## src/rtl/alu_pipe.sv

```systemverilog
// Two-stage pipelined ALU for the execute stage: operand inversion in S1,
// result and flag computation in S2, valid/ready handshake with full back-pressure.
module alu_pipe #(
    parameter int WIDTH = 16
) (
    input  logic             clk,
    input  logic             rst,
    input  logic             in_valid,
    output logic             in_ready,
    input  logic [WIDTH-1:0] A,
    input  logic [WIDTH-1:0] B,
    input  logic             Cin,
    input  logic [2:0]       Op,
    input  logic             invA,
    input  logic             invB,
    input  logic             sign,
    output logic             out_valid,
    input  logic             out_ready,
    output logic [WIDTH-1:0] Out,
    output logic             Ofl,
    output logic             Cout,
    output logic             Z,
    output logic             N
);

    localparam int SHW = $clog2(WIDTH);

    localparam logic [2:0] OP_ROL = 3'b000;
    localparam logic [2:0] OP_SLL = 3'b001;
    localparam logic [2:0] OP_SRA = 3'b010;
    localparam logic [2:0] OP_SRL = 3'b011;
    localparam logic [2:0] OP_ADD = 3'b100;
    localparam logic [2:0] OP_SUB = 3'b101;
    localparam logic [2:0] OP_XOR = 3'b110;
    localparam logic [2:0] OP_AND = 3'b111;

    typedef struct packed {
        logic [WIDTH-1:0] res;
        logic             ofl;
        logic             cout;
    } alu_res_t;

    // Full ALU evaluation on already-inverted operands. SUB shares the adder
    // through b inversion and a forced carry-in of one.
    function automatic alu_res_t alu_eval(
        input logic [WIDTH-1:0] a,
        input logic [WIDTH-1:0] b,
        input logic [2:0]       op,
        input logic             cin,
        input logic             sgn
    );
        alu_res_t           r;
        logic [SHW-1:0]     n;
        logic [2*WIDTH-1:0] rol_w;
        logic [WIDTH-1:0]   add_b;
        logic               add_c;
        logic               is_sub;
        logic [WIDTH:0]     sum;
        n      = b[SHW-1:0];
        rol_w  = {a, a} << n;
        is_sub = (op == OP_SUB);
        add_b  = is_sub ? ~b : b;
        add_c  = is_sub ? 1'b1 : cin;
        sum    = {1'b0, a} + {1'b0, add_b} + {{WIDTH{1'b0}}, add_c};
        r.res  = a;
        r.ofl  = 1'b0;
        r.cout = 1'b0;
        case (op)
            OP_ROL: r.res = rol_w[2*WIDTH-1:WIDTH];
            OP_SLL: r.res = a << n;
            OP_SRA: r.res = $signed(a) >>> n;
            OP_SRL: r.res = a >> n;
            OP_ADD, OP_SUB: begin
                r.res  = sum[WIDTH-1:0];
                r.cout = sum[WIDTH];
                if (sgn) begin
                    r.ofl = (a[WIDTH-1] == add_b[WIDTH-1]) && (sum[WIDTH-1] != a[WIDTH-1]);
                end else begin
                    r.ofl = is_sub ? ~sum[WIDTH] : sum[WIDTH];
                end
            end
            OP_XOR: r.res = a ^ b;
            OP_AND: r.res = a & b;
            default: r.res = {WIDTH{1'b0}};
        endcase
        return r;
    endfunction

    logic             s1_valid_r;
    logic [WIDTH-1:0] s1_a_r;
    logic [WIDTH-1:0] s1_b_r;
    logic [2:0]       s1_op_r;
    logic             s1_cin_r;
    logic             s1_sign_r;

    logic             s2_valid_r;
    logic [WIDTH-1:0] out_r;
    logic             ofl_r;
    logic             cout_r;
    logic             z_r;
    logic             n_r;

    logic             s2_en_s;
    logic             in_ready_s;
    alu_res_t         eval_s;

    assign s2_en_s    = !s2_valid_r || out_ready;
    assign in_ready_s = !rst && (!s1_valid_r || s2_en_s);

    // Result of the operation currently held in S1.
    always_comb begin
        eval_s = alu_eval(s1_a_r, s1_b_r, s1_op_r, s1_cin_r, s1_sign_r);
    end

    // Stage 1: capture post-inversion operands and control on an input transfer.
    always_ff @(posedge clk) begin
        if (rst) begin
            s1_valid_r <= 1'b0;
            s1_a_r     <= {WIDTH{1'b0}};
            s1_b_r     <= {WIDTH{1'b0}};
            s1_op_r    <= 3'b000;
            s1_cin_r   <= 1'b0;
            s1_sign_r  <= 1'b0;
        end else if (in_ready_s) begin
            s1_valid_r <= in_valid;
            if (in_valid) begin
                s1_a_r    <= invA ? ~A : A;
                s1_b_r    <= invB ? ~B : B;
                s1_op_r   <= Op;
                s1_cin_r  <= Cin;
                s1_sign_r <= sign;
            end
        end
    end

    // Stage 2: result and flag registers; hold while the consumer stalls or S1 is empty.
    always_ff @(posedge clk) begin
        if (rst) begin
            s2_valid_r <= 1'b0;
            out_r      <= {WIDTH{1'b0}};
            ofl_r      <= 1'b0;
            cout_r     <= 1'b0;
            z_r        <= 1'b0;
            n_r        <= 1'b0;
        end else if (s2_en_s) begin
            s2_valid_r <= s1_valid_r;
            if (s1_valid_r) begin
                out_r  <= eval_s.res;
                ofl_r  <= eval_s.ofl;
                cout_r <= eval_s.cout;
                z_r    <= (eval_s.res == {WIDTH{1'b0}});
                n_r    <= eval_s.res[WIDTH-1];
            end
        end
    end

    assign in_ready  = in_ready_s;
    assign out_valid = s2_valid_r;
    assign Out       = out_r;
    assign Ofl       = ofl_r;
    assign Cout      = cout_r;
    assign Z         = z_r;
    assign N         = n_r;

endmodule

```

## config.mk

```make
export PLATFORM = sky130hd
export DESIGN_NAME = alu_pipe
export DESIGN_NICKNAME = d
export VERILOG_FILES = /design/src/rtl/alu_pipe.sv
export SDC_FILE = /design/constraint.sdc
export NUM_CORES = 1
export LEC_CHECK = 0
export ABC_AREA = 1
export ABC_CLOCK_PERIOD_IN_PS = 6900
export BUFFER_PORTS_ARGS = -buffer_cell sky130_fd_sc_hd__buf_2
export CAP_MARGIN = 20
export CORE_MARGIN = 2
export CORE_UTILIZATION = 44
export DETAILED_ROUTE_END_ITERATION = 8
export SLEW_MARGIN = 20
export SYNTH_ARGS = -nofsm -noshare
export SYNTH_HDL_FRONTEND = slang
export SYNTH_SLANG_ARGS = --single-unit
```

## constraint.sdc

```tcl
create_clock -name clk -period 6.9 [get_ports clk]
set_clock_uncertainty 0.1 [all_clocks]
set_input_delay 0.345 -clock clk [delete_from_list [all_inputs] [get_ports clk]]
set_output_delay 0.345 -clock clk [all_outputs]
set_load 0.02 [all_outputs]
```

; ---- After elaboration in Yosys (flattened, before gate mapping)
; Cells that the tools add are included.
[totals]
output_inout_bits = 22
register_bits = 59
in_bits = 43
[op_classes]
reduce_logical = 12
n_eq_ne = 9
n_bitwise = 6
add_sub_neg = 2
n_shift = 4
mux = 8
[ops]
columns = cell, count
row1 = 16-bit case mux with 7 select lines, 1
row2 = 16-bit 2-to-1 mux, 3
row3 = 16-bit inverter, 3
row4 = 32-bit by 4-bit << shifter with 32-bit output, 1
row5 = 16-bit by 16-bit adder with 17-bit output, 1
row6 = 17-bit by 1-bit adder with 17-bit output, 1
row7 = 16-bit AND, 1
row8 = 16-bit zero test, 1
row9 = 16-bit by 4-bit << shifter with 16-bit output, 1
row10 = 16-bit by 4-bit right shift with 16-bit output, 1
row11 = 16-bit by 4-bit >>> shifter with 16-bit output, 1
row12 = 16-bit bitwise XOR, 1
row13 = 3-bit equality test (second input constant), 4
row14 = 3-bit by 2-bit equality test with 1-bit output (second input constant), 2
row15 = 2-bit AND reduction, 2
row16 = 3-bit by 1-bit equality test with 1-bit output (second input constant), 1
row17 = 1-bit zero test, 3
row18 = 3-bit zero test, 1
row19 = 1-bit 2-to-1 mux, 3
row20 = 1-bit logical AND, 2
row21 = 1-bit logical OR, 2
row22 = 2-bit 2-to-1 mux, 1
row23 = 2-bit OR reduction, 1
row24 = 1-bit equality test, 1
row25 = other kinds (2), 2

; ---- Logic depth before layout (Yosys ltp)
; Gate-level depths: netlist (run 1).
[logic_depth]
depth_word = 8
mapped_depth = 21
ltp_nobuf = 20

; ---- Worst setup path before layout (run 1)
; No wires, ideal clock.
[synth_timing]
path_kind = flip-flop to flip-flop
startpoint = register s1_op_r[1]
endpoint = register ofl_r (netlist: Ofl)
setup_slack_ns = 3.702
setup_ns = 0.071
path_stages_with_launch = 18
t_arrival_ns = 3.028
cell_sequence = dfxtp_1 > inv_2 > nand3_1 > buf_2 > buf_2 > nand2_1 > fa_1 > fa_1 > nand3_1 > nand2_1 > nand2_1 > nand2_1 > nand3_1 > nand2_1 > or2_2 > nand3_1 > nand4_1 > a21oi_1
[synth_between]
elab_chain_cells = 8
word_cells_on_any_way = 14
classes_between = add/sub: 2 / eq/ne: 4 / mux: 5 / bitwise: 1 / reduce/logical: 2
[synth_rtl]
columns = item, line_no
row1 = from (decl), 92  ; logic [2:0] s1_op_r;
row2 = from (signal assigned), 129  ; s1_op_r <= Op;
row3 = 3-bit equality test, "61, 68"
row4 = 16-bit 2-to-1 mux, 62  ; add_b = is_sub ? ~b : b;
row5 = 16-bit by 16-bit adder with 17-bit output, 64  ; sum = {1'b0, a} + {1'b0, add_b} + {{WIDTH{1'b0}}, add_c};
row6 = 17-bit by 1-bit adder with 17-bit output, 64
row7 = 1-bit inequality test or 1-bit inverter (tied branches), "77, 79"
row8 = 1-bit logical AND or 1-bit 2-to-1 mux (tied branches), "77, 79"
row9 = 1-bit 2-to-1 mux, 76  ; if (sgn) begin
row10 = 2-bit 2-to-1 mux (*), 68  ; case (op)
row11 = to (signal assigned), 149  ; ofl_r <= eval_s.ofl;
row12 = to (decl), 98  ; logic ofl_r;
; Every way passes the cells marked *; elsewhere a longest branch is shown, timed or not.
; A chain may end at the register's enable or synchronous reset.

; ---- Worst setup path in the final report (run 1)
[layout_timing]
startpoint = register s1_b_r[0]
endpoint = register z_r (netlist: Z)
[layout_between]
elab_chain_cells = 6
word_cells_on_any_way = 12
classes_between = add/sub: 2 / shift: 4 / mux: 2 / bitwise: 3 / reduce/logical: 1
[layout_rtl]
columns = item, line_no
row1 = from (decl), 91  ; logic [WIDTH-1:0] s1_b_r;
row2 = from (signal assigned), 120  ; s1_b_r <= {WIDTH{1'b0}};
row3 = from (signal assigned), 128  ; s1_b_r <= invB ? ~B : B;
row4 = 16-bit inverter, 62
row5 = 16-bit 2-to-1 mux, 62
row6 = 16-bit by 16-bit adder with 17-bit output, 64
row7 = 17-bit by 1-bit adder with 17-bit output, 64
row8 = 16-bit case mux with 7 select lines (*), 68
row9 = 16-bit zero test (*), 151  ; z_r <= (eval_s.res == {WIDTH{1'b0}});
row10 = to (signal assigned), 151
row11 = to (decl), 100  ; logic z_r;
; Marks and branches as above.

==> metrics.txt, run 1 <==
# TYPE chip_impl_metric gauge
chip_impl_info{name="status",value="completed"} 1
chip_impl_metric{name="vdd.ir_drop.worst",unit="uV"} 149
chip_impl_metric{name="clk-insertion-delay-late",unit="ps"} 330
chip_impl_metric{name="cts_made_buffers",unit=""} 9
chip_impl_metric{name="max-cap-violations",unit=""} 0
chip_impl_metric{name="core.rowCount",unit=""} 42
chip_impl_metric{name="fillCellCount",unit=""} 1527
chip_impl_metric{name="postSynthAreaPerCell",unit="um2"} 5.83
chip_impl_metric{name="post-place-ws",unit="ps"} 3420
chip_impl_metric{name="area_growth_syn_to_layout",unit="%"} 11.1
chip_impl_metric{name="async_reset_ff_share",unit="%"} 0
chip_impl_metric{name="net_switching_power_of_the_design",unit="W"} 0.000543
chip_impl_metric{name="post_synth_fa_ha_maj_area_fraction",unit="%"} 7.46
chip_impl_metric{name="cts.repair.resized",unit=""} 0
chip_impl_info{name="critPathSlowestCell",value="sky130_fd_sc_hd__dfxtp_1"} 1
chip_impl_metric{name="minimum_period_implied_by_the_final_worst_setup_slack",unit="ps"} 3570
chip_impl_metric{name="htree_num_levels",unit=""} 3
chip_impl_metric{name="slew_headroom",unit="%"} 51.6
chip_impl_metric{name="fmax",unit="MHz"} 280
chip_impl_info{name="crit_top_cell",value="sky130_fd_sc_hd__nand2_1"} 1
chip_impl_metric{name="drtIter0Drc",unit=""} 789
chip_impl_info{name="synthFlopType",value="sky130_fd_sc_hd__dfxtp_1"} 1
chip_impl_metric{name="worst_pin_slew",unit="ps"} 723
chip_impl_metric{name="path_clk_slew",unit="ps"} 50
chip_impl_metric{name="cts_setup_buffers",unit=""} 0
chip_impl_metric{name="synthesis.yosys.warnings",unit=""} 0
chip_impl_metric{name="cts-hold-fix-buffers",unit=""} 0
chip_impl_info{name="ys_top_cells_by_area",value="sky130_fd_sc_hd__dfxtp_1, sky130_fd_sc_hd__nand2_1, sky130_fd_sc_hd__nand3_1, sky130_fd_sc_hd__ha_1, sky130_fd_sc_hd__xnor2_1"} 1
chip_impl_metric{name="synth_xor_xnor_area_share",unit="%"} 7.42
chip_impl_metric{name="detailedRoute.firstPassIterationCount",unit=""} 5
chip_impl_metric{name="seq_area",unit="mm2"} 0.00116
chip_impl_metric{name="power.density",unit="mW/mm2"} 207
chip_impl_metric{name="slew_viol_final",unit=""} 0
chip_impl_metric{name="edff_count_synth",unit=""} 0
chip_impl_metric{name="hold-worst-slack",unit="ps"} 194
chip_impl_metric{name="first_global_vias",unit=""} 6085
chip_impl_metric{name="mappedNetlistArea",unit="mm2"} 0.00591
chip_impl_info{name="setup_repair_after_global_routing_missed_its_margin",value="false"} 1
chip_impl_metric{name="leakage",unit="nW"} 3.43
chip_impl_metric{name="share_clk_of_total_power",unit="%"} 33.1
chip_impl_metric{name="grt_first_pass_wirelength",unit="um"} 33200
chip_impl_metric{name="worstPathMaxFanout",unit=""} 21
chip_impl_info{name="mostFrequentLayoutCells",value="sky130_fd_sc_hd__nand2_1, sky130_fd_sc_hd__nand3_1, sky130_fd_sc_hd__nor2_1"} 1
chip_impl_metric{name="num-nets-final",unit=""} 1124
chip_impl_metric{name="critPathBufInv",unit=""} 1
chip_impl_metric{name="synth_simple_gate_area_share",unit="%"} 44.5
chip_impl_metric{name="dpl.hpwl",unit="um"} 17300
chip_impl_metric{name="cpPeakStageDelay",unit="ps"} 750
chip_impl_metric{name="final-instance-count-excl-fill",unit=""} 1228
chip_impl_metric{name="synth_compound_gate_area_share",unit="%"} 11.0
chip_impl_metric{name="setup_ws",unit="ps"} 3330
chip_impl_metric{name="post_placement_cell_count",unit=""} 1212
chip_impl_info{name="synth_area_leader_cell",value="sky130_fd_sc_hd__dfxtp_1"} 1
chip_impl_metric{name="critPathArrivalTime",unit="ps"} 3720
chip_impl_metric{name="antenna_found_initial",unit=""} 0
chip_impl_metric{name="cellInternalPower",unit="W"} 0.000814
chip_impl_metric{name="post_route_cells_drive_above_1_share",unit="%"} 11.1
chip_impl_metric{name="seq_power_share",unit="%"} 29.9
chip_impl_metric{name="postRouteAntennaNets",unit=""} 0
chip_impl_metric{name="clock_sinks",unit=""} 58
chip_impl_metric{name="required",unit="ps"} 7050
chip_impl_metric{name="grt_use_total",unit="%"} 30.3
chip_impl_metric{name="wire_per_inst",unit="um"} 17.6
chip_impl_metric{name="fin_tns_setup",unit="ps"} 0
chip_impl_metric{name="postSynthCellCount",unit=""} 1013
chip_impl_metric{name="grt_start_max_net_pins",unit=""} 59
chip_impl_info{name="cts-root-buf",value="sky130_fd_sc_hd__clkbuf_16"} 1
chip_impl_metric{name="multi_input_gate_area",unit="mm2"} 0.00416
chip_impl_metric{name="synth.net_count",unit=""} 1090
chip_impl_metric{name="numPortBuffers",unit=""} 64
chip_impl_info{name="path_cells",value="inv_2 > xor2_1 > fa_1 > fa_1 > nand3_1 > nand2_1 > nand2_1 > nand2_1 > nand2_1 > nand3b_1 > nand3_1 > nand2_1 > nand2_1 > nand2_1 > nor2_1 > nand3_1 > a21oi_1"} 1
chip_impl_info{name="combinational_family_with_the_most_area_after_synthesis",value="simple AND/OR/NAND/NOR gates"} 1
chip_impl_metric{name="gp_congestion",unit=""} 0.990
chip_impl_metric{name="power_switching_share",unit="%"} 40.0
chip_impl_metric{name="timing.final.hold_violations",unit=""} 0
chip_impl_metric{name="core_region_area",unit="mm2"} 0.0132
chip_impl_metric{name="die_area",unit="mm2"} 0.0144
chip_impl_metric{name="postSynthRegisterBits",unit=""} 58
chip_impl_info{name="setup.worst_path.end_class",value="register"} 1
chip_impl_metric{name="power.combinational.fraction",unit="%"} 37.1
chip_impl_metric{name="die_width",unit="um"} 120
chip_impl_metric{name="power",unit="W"} 0.00136
chip_impl_metric{name="post-route-period-util",unit="%"} 51.7
chip_impl_metric{name="synth_seq_area_share",unit="%"} 19.7
chip_impl_metric{name="cts.path.max_buffers",unit=""} 2
chip_impl_metric{name="start_util",unit="%"} 44.8
chip_impl_metric{name="synth_cell_type_count",unit=""} 37
chip_impl_info{name="crit_family",value="simple AND/OR/NAND/NOR gates"} 1
chip_impl_info{name="final_common_cell",value="sky130_fd_sc_hd__nand2_1"} 1
chip_impl_metric{name="setup_viol",unit=""} 0
chip_impl_metric{name="fp.dieH",unit="um"} 120
chip_impl_metric{name="grt.overflow.total",unit=""} 0
chip_impl_metric{name="antenna_cells_inserted",unit=""} 0
chip_impl_metric{name="via_density_per_instance",unit=""} 5.47
chip_impl_metric{name="synth.top_cell.area_share",unit="%"} 19.7
chip_impl_metric{name="detail_route.drc_violations",unit=""} 0
chip_impl_info{name="hold_class",value="input port to register"} 1
chip_impl_metric{name="post_synth_mux_area_share",unit="%"} 0
chip_impl_info{name="tritoncts_clock_tree",value="built"} 1
chip_impl_info{name="setup.worst_path.class",value="register to register"} 1
chip_impl_info{name="setup.worst_path.start_class",value="register"} 1
chip_impl_metric{name="num_io_pins",unit=""} 65
chip_impl_metric{name="drt_wl_total",unit="um"} 21600
chip_impl_metric{name="via_count",unit=""} 6722
-- worst register-to-register path, cell delays in order (launching register included) --
cell and delay, ps:
sky130_fd_sc_hd__dfxtp_1 750, sky130_fd_sc_hd__inv_2 350, sky130_fd_sc_hd__xor2_1 270, sky130_fd_sc_hd__fa_1 450, sky130_fd_sc_hd__fa_1 430, sky130_fd_sc_hd__nand3_1 120
sky130_fd_sc_hd__nand2_1 80, sky130_fd_sc_hd__nand2_1 70, sky130_fd_sc_hd__nand2_1 90, sky130_fd_sc_hd__nand2_1 100, sky130_fd_sc_hd__nand3b_1 80, sky130_fd_sc_hd__nand3_1 90
sky130_fd_sc_hd__nand2_1 60, sky130_fd_sc_hd__nand2_1 80, sky130_fd_sc_hd__nand2_1 50, sky130_fd_sc_hd__nor2_1 90, sky130_fd_sc_hd__nand3_1 80, sky130_fd_sc_hd__a21oi_1 140
-- path summary, 6_finish.rpt --
| check | from | slack [ps] | end | cells past startpoint |
|---|---|---|---|---|
| max | s1_b_r[0]$_SDFFE_PP0P_ | 3330 | Z$_SDFFE_PP0P_ | 17 |
| min | A[0] | 190 | s1_a_r[0]$_SDFFE_PP0P_ | 3 |
| max reg2reg | s1_b_r[0]$_SDFFE_PP0P_ | 3330 | Z$_SDFFE_PP0P_ | 17 |
| min reg2reg | Cout$_SDFFE_PP0P_ | 370 | Cout$_SDFFE_PP0P_ | 2 |
-- metrics by stage --
step           util (%)  cell area [um2]
2_1_floorplan         -             5910
3_3_place_gp       47.4             6260
3_5_place_dp       47.4             6260
4_1_cts            49.7             6560
5_1_grt            49.7             6560
6_report           49.7             6560
-- registers in the layout, indices dropped and copies added (netlist names) --
name        cells
s1_valid_r      1
s1_op_r         3
Out            16
s1_a_r         16
Ofl             1
Cout            1
s1_sign_r       1
s1_b_r         16
s1_cin_r        1
out_valid       1
Z               1
-- cells by family (layout without fill, tap and decap cells) --
logic type               after synthesis  count (layout)
AO/OA/AOI/OAI                        123             123
XOR/XNOR                              50              50
adder cells (fa/ha/maj)               34              34
buffers and inverters                140             179
flip-flops                            58              58
AND/OR/NAND/NOR                      608             608
-- Yosys cell counts (2+ instances only) --
| cell type | count |
|---|---|
| sky130_fd_sc_hd__o22ai_1 | 4 |
| sky130_fd_sc_hd__nand3_2 | 3 |
| sky130_fd_sc_hd__nand4_1 | 6 |
| sky130_fd_sc_hd__inv_2 | 17 |
| sky130_fd_sc_hd__clkbuf_1 | 22 |
| sky130_fd_sc_hd__o21ai_0 | 59 |
| sky130_fd_sc_hd__inv_1 | 75 |
| sky130_fd_sc_hd__fa_1 | 2 |
| sky130_fd_sc_hd__o21ai_1 | 6 |
| sky130_fd_sc_hd__nand2_2 | 4 |
| sky130_fd_sc_hd__buf_4 | 4 |
| sky130_fd_sc_hd__buf_2 | 14 |
| sky130_fd_sc_hd__nand3_1 | 189 |
| sky130_fd_sc_hd__nor2_1 | 88 |
| sky130_fd_sc_hd__or2_2 | 2 |
| sky130_fd_sc_hd__ha_1 | 32 |
| sky130_fd_sc_hd__nand2_1 | 300 |
| sky130_fd_sc_hd__a21oi_1 | 45 |
| sky130_fd_sc_hd__nor3_1 | 3 |
| sky130_fd_sc_hd__buf_6 | 4 |
| sky130_fd_sc_hd__xnor2_1 | 40 |
| sky130_fd_sc_hd__buf_1 | 4 |
| sky130_fd_sc_hd__xor2_1 | 10 |
| sky130_fd_sc_hd__nand3b_1 | 8 |
| sky130_fd_sc_hd__dfxtp_1 | 58 |
| sky130_fd_sc_hd__a22oi_1 | 3 |
-- power groups by stage --
stage               Clock, W  Combinational [W]  Sequential, W
floorplan                  0           0.000351       0.000401
detailed placement         0           0.000492       0.000410
global placement           0           0.000493       0.000410
global route        0.000467           0.000558       0.000408
CTS                 0.000455           0.000495       0.000403
finish              0.000448           0.000503       0.000405
-- per-layer routing --
| layer | global-route usage (%) | part of all wire, % | routed length (um) | vias to the layer above |
|---|---|---|---|---|
| li1 | - | - | - | 3382 |
| met1 | 40.8 | 44 | 9490 | 2983 |
| met2 | 46.0 | 43 | 9170 | 292 |
| met3 | 4.42 | 7.4 | 1600 | 65 |
| met4 | 17.9 | 6.0 | 1290 | 0 |
| met5 | 0 | 0 | 0 | - |
-- area by class of cell --
type,instances,area share (%)
tap,176,3.36
timing repair buffer,71,5.68
multi-input combinational,815,63.4
inverter,92,5.26
clock buffer,10,3.64
clock inverter,6,0.992
sequential,58,17.7
Note: power is estimated with default switching activity, not from simulation.
==> run 2, diff against run 1 <==
--- a/config.mk
+++ b/config.mk
@@ -6,12 +6,13 @@
 export NUM_CORES = 1
 export LEC_CHECK = 0
 export ABC_AREA = 1
-export ABC_CLOCK_PERIOD_IN_PS = 6900
+export ABC_CLOCK_PERIOD_IN_PS = 3000
 export BUFFER_PORTS_ARGS = -buffer_cell sky130_fd_sc_hd__buf_2
 export CAP_MARGIN = 20
 export CORE_MARGIN = 2
 export CORE_UTILIZATION = 44
 export DETAILED_ROUTE_END_ITERATION = 8
+export PLACE_DENSITY = 0.65
 export SLEW_MARGIN = 20
 export SYNTH_ARGS = -nofsm -noshare
 export SYNTH_HDL_FRONTEND = slang
==> constraint.sdc (replaced) <==
create_clock -name clk -period 3 [get_ports clk]
set_clock_uncertainty 0.1 [all_clocks]
set_input_delay 0.15 -clock clk [delete_from_list [all_inputs] [get_ports clk]]
set_output_delay 0.15 -clock clk [all_outputs]
set_load 0.02 [all_outputs]
==> metrics.txt, run 2 (synthesis gave the netlist of run 1 again) <==
# TYPE chip_impl_metric gauge
chip_impl_info{name="setup.worst_path.end_class",value="register"} 1
chip_impl_metric{name="fmax",unit="MHz"} 359
chip_impl_metric{name="detail_route.drc_violations",unit=""} 0
chip_impl_metric{name="final-instance-count-excl-fill",unit=""} 1248
chip_impl_metric{name="via_density_per_instance",unit=""} 5.46
chip_impl_info{name="setup.worst_path.class",value="register to register"} 1
chip_impl_metric{name="multi_input_gate_area",unit="mm2"} 0.00418
chip_impl_metric{name="cts_made_buffers",unit=""} 9
chip_impl_metric{name="grt_use_total",unit="%"} 30.0
chip_impl_metric{name="power",unit="W"} 0.00327
chip_impl_metric{name="antenna_cells_inserted",unit=""} 0
chip_impl_metric{name="reg2reg_slack",unit="ps"} 210
chip_impl_metric{name="post_dp_cell_area",unit="mm2"} 0.00640
chip_impl_metric{name="critPathArrivalTime",unit="ps"} 2950
chip_impl_metric{name="core_region_area",unit="mm2"} 0.0132
chip_impl_metric{name="dpl.hpwl",unit="um"} 16900
chip_impl_info{name="setup.worst_path.start_class",value="register"} 1
chip_impl_info{name="terminus_of_the_critical_flop_to_flop_path",value="Z$_SDFFE_PP0P_"} 1
chip_impl_metric{name="seq_area",unit="mm2"} 0.00116
chip_impl_metric{name="minimum_period_implied_by_the_final_worst_setup_slack",unit="ps"} 2790
chip_impl_metric{name="worstPathMaxFanout",unit=""} 13
chip_impl_metric{name="hold-worst-slack",unit="ps"} -1.04
chip_impl_metric{name="clk-insertion-delay-late",unit="ps"} 330
chip_impl_info{name="mostFrequentLayoutCells",value="sky130_fd_sc_hd__nand2_1, sky130_fd_sc_hd__nand3_1, sky130_fd_sc_hd__nor2_1"} 1
chip_impl_metric{name="min_path_cells",unit=""} 3
chip_impl_metric{name="num-nets-final",unit=""} 1144
chip_impl_metric{name="detailedRoute.firstPassIterationCount",unit=""} 5
chip_impl_metric{name="numPortBuffers",unit=""} 64
chip_impl_metric{name="fin_tns_setup",unit="ps"} 0
chip_impl_metric{name="antenna_found_initial",unit=""} 0
chip_impl_metric{name="grt_first_pass_wirelength",unit="um"} 33200
chip_impl_metric{name="layout.cell_area.non_filler",unit="mm2"} 0.00679
chip_impl_metric{name="power.density",unit="mW/mm2"} 482
chip_impl_info{name="hold_class",value="input port to register"} 1
chip_impl_metric{name="wire_per_inst",unit="um"} 17.1
chip_impl_metric{name="first_global_vias",unit=""} 6174
chip_impl_metric{name="clock_sinks",unit=""} 58
chip_impl_metric{name="setup_viol",unit=""} 0
chip_impl_metric{name="path_clk_slew",unit="ps"} 50
chip_impl_info{name="cts-root-buf",value="sky130_fd_sc_hd__clkbuf_16"} 1
chip_impl_metric{name="leakage",unit="nW"} 3.54
chip_impl_metric{name="num_io_pins",unit=""} 65
chip_impl_metric{name="fp.dieH",unit="um"} 120
chip_impl_info{name="timing.rr.start",value="s1_op_r[0]$_SDFFE_PP0P_"} 1
chip_impl_metric{name="power_switching_share",unit="%"} 37.9
chip_impl_metric{name="die_area",unit="mm2"} 0.0144
chip_impl_metric{name="grt.overflow.total",unit=""} 0
chip_impl_metric{name="post-route-period-util",unit="%"} 92.9
chip_impl_metric{name="area_growth_syn_to_layout",unit="%"} 14.9
chip_impl_metric{name="max-cap-violations",unit=""} 0
chip_impl_metric{name="cts.path.max_buffers",unit=""} 2
chip_impl_metric{name="slew_viol_final",unit=""} 0
chip_impl_info{name="final_common_cell",value="sky130_fd_sc_hd__nand2_1"} 1
chip_impl_metric{name="required",unit="ps"} 3160
chip_impl_metric{name="drtIter0Drc",unit=""} 680
chip_impl_metric{name="post_route_cells_drive_above_1_share",unit="%"} 13.2
chip_impl_metric{name="worst_pin_slew",unit="ps"} 612
chip_impl_metric{name="fillCellCount",unit=""} 1420
chip_impl_info{name="hold_start",value="B[13]"} 1
chip_impl_metric{name="power.combinational.fraction",unit="%"} 37.1
chip_impl_metric{name="slew_headroom",unit="%"} 59.1
chip_impl_metric{name="drt_wl_total",unit="um"} 21400
chip_impl_metric{name="gp_congestion",unit=""} 1.02
chip_impl_metric{name="seq_power_share",unit="%"} 28.0
chip_impl_metric{name="via_count",unit=""} 6819
chip_impl_metric{name="cts_setup_buffers",unit=""} 0
chip_impl_metric{name="timing.reg2reg.worst_path_depth",unit=""} 14
chip_impl_metric{name="vdd.ir_drop.worst",unit="uV"} 451
chip_impl_metric{name="net_switching_power_of_the_design",unit="W"} 0.00124
chip_impl_metric{name="htree_num_levels",unit=""} 3
chip_impl_metric{name="core.rowCount",unit=""} 42
chip_impl_metric{name="cellInternalPower",unit="W"} 0.00203
chip_impl_info{name="tritoncts_clock_tree",value="built"} 1
chip_impl_info{name="status",value="complete, but fails checks"} 1
chip_impl_metric{name="postRouteAntennaNets",unit=""} 0
chip_impl_info{name="failed_checks",value="hold timing"} 1
chip_impl_metric{name="post_placement_cell_count",unit=""} 1230
chip_impl_metric{name="share_clk_of_total_power",unit="%"} 34.9
chip_impl_metric{name="start_util",unit="%"} 44.8
chip_impl_metric{name="die_width",unit="um"} 120
chip_impl_metric{name="grt_start_max_net_pins",unit=""} 67
chip_impl_info{name="min_delay_worst_endpoint",value="s1_b_r[13]$_SDFFE_PP0P_"} 1
chip_impl_metric{name="timing.final.hold_violations",unit=""} 2
chip_impl_metric{name="post-route-util",unit="%"} 51.5
## run 2: cell count changes in the layout (fill, tap and decap cells not counted), moves of 2 or more
cell / previous run / this run
sky130_fd_sc_hd__buf_4: 7 / 24
sky130_fd_sc_hd__clkbuf_8: 1 / 3
sky130_fd_sc_hd__dfxtp_1: 58 / 56
sky130_fd_sc_hd__dfxtp_2: 0 / 2
sky130_fd_sc_hd__dlygate4sd3_1: 0 / 2
sky130_fd_sc_hd__fa_1: 2 / 0
sky130_fd_sc_hd__fa_2: 0 / 2
## run 2: timing repair
item | in CTS | in global routing
hold buffers | 2 | 0
gates resized for setup | 0 | 6
setup endpoints to repair | 0 | 5
hold endpoints to repair | 2 | 0
## run 2: layout make-up
| type | instances | share of cell area, % |
|---|---|---|
| Sequential cell | 58 | 17.1 |
| Clock inverter | 4 | 1.07 |
| Multi-Input combinational cell | 815 | 61.6 |
| Clock buffer | 12 | 3.93 |
| Timing Repair Buffer | 91 | 7.96 |
| Inverter | 92 | 5.09 |
| Tap cell | 176 | 3.24 |
## run 2: how the worst max path moves through the flow
stage                       startpoint               end
2_1_floorplan  s1_op_r[1]$_SDFFE_PP0P_  Ofl$_SDFFE_PP0P_
3_3_place_gp   s1_op_r[1]$_SDFFE_PP0P_    Z$_SDFFE_PP0P_
3_5_place_dp   s1_op_r[1]$_SDFFE_PP0P_    Z$_SDFFE_PP0P_
4_1_cts        s1_op_r[1]$_SDFFE_PP0P_    Z$_SDFFE_PP0P_
5_1_grt        s1_op_r[0]$_SDFFE_PP0P_    Z$_SDFFE_PP0P_
6_report       s1_op_r[0]$_SDFFE_PP0P_    Z$_SDFFE_PP0P_
## run 2: metal layers
layer,up-vias,global-route usage [%],wire length (um),part of all wire (%)
li1,3424,-,-,-
met4,0,14.7,1020,4.8
met2,333,47.4,9380,44
met3,64,6.42,1850,8.6
met1,2998,38.7,9120,43
met5,-,0,0,0
## run 2: power by group through the flow
stage	Sequential [W]	Clock (W)	Combinational [W]
floorplan	0.000923	0	0.000809
global placement	0.000927	0	0.00118
detailed placement	0.000928	0	0.00118
CTS	0.000912	0.00116	0.00119
global route	0.000922	0.00118	0.00134
finish	0.000917	0.00114	0.00121
## run 2: per-stage QoR
| stage | worst slack, ps | hold WS [ps] |
|---|---|---|
| final | 213 | -1.04 |
| after global routing | -6.77 | 12.0 |
| after CTS | 37.8 | 0.0117 |
| after detailed placement | 49.3 | 327 |
| after global placement | 77.9 | 327 |
| after floorplan | 45.8 | 205 |
## run 2: worst max-delay path, cell delays in order (launching register included)
cell	delay (ps)
sky130_fd_sc_hd__dfxtp_1	370
sky130_fd_sc_hd__nand3_4	110
sky130_fd_sc_hd__buf_12	170
sky130_fd_sc_hd__xor2_1	250
sky130_fd_sc_hd__buf_4	170
sky130_fd_sc_hd__fa_2	430
sky130_fd_sc_hd__nand2_1	90
sky130_fd_sc_hd__nand4_1	90
sky130_fd_sc_hd__nor2_1	200
sky130_fd_sc_hd__nand3_1	230
sky130_fd_sc_hd__nor2_1	150
sky130_fd_sc_hd__nand2_1	60
sky130_fd_sc_hd__nor2_1	90
sky130_fd_sc_hd__nand3_1	80
sky130_fd_sc_hd__a21oi_1	110
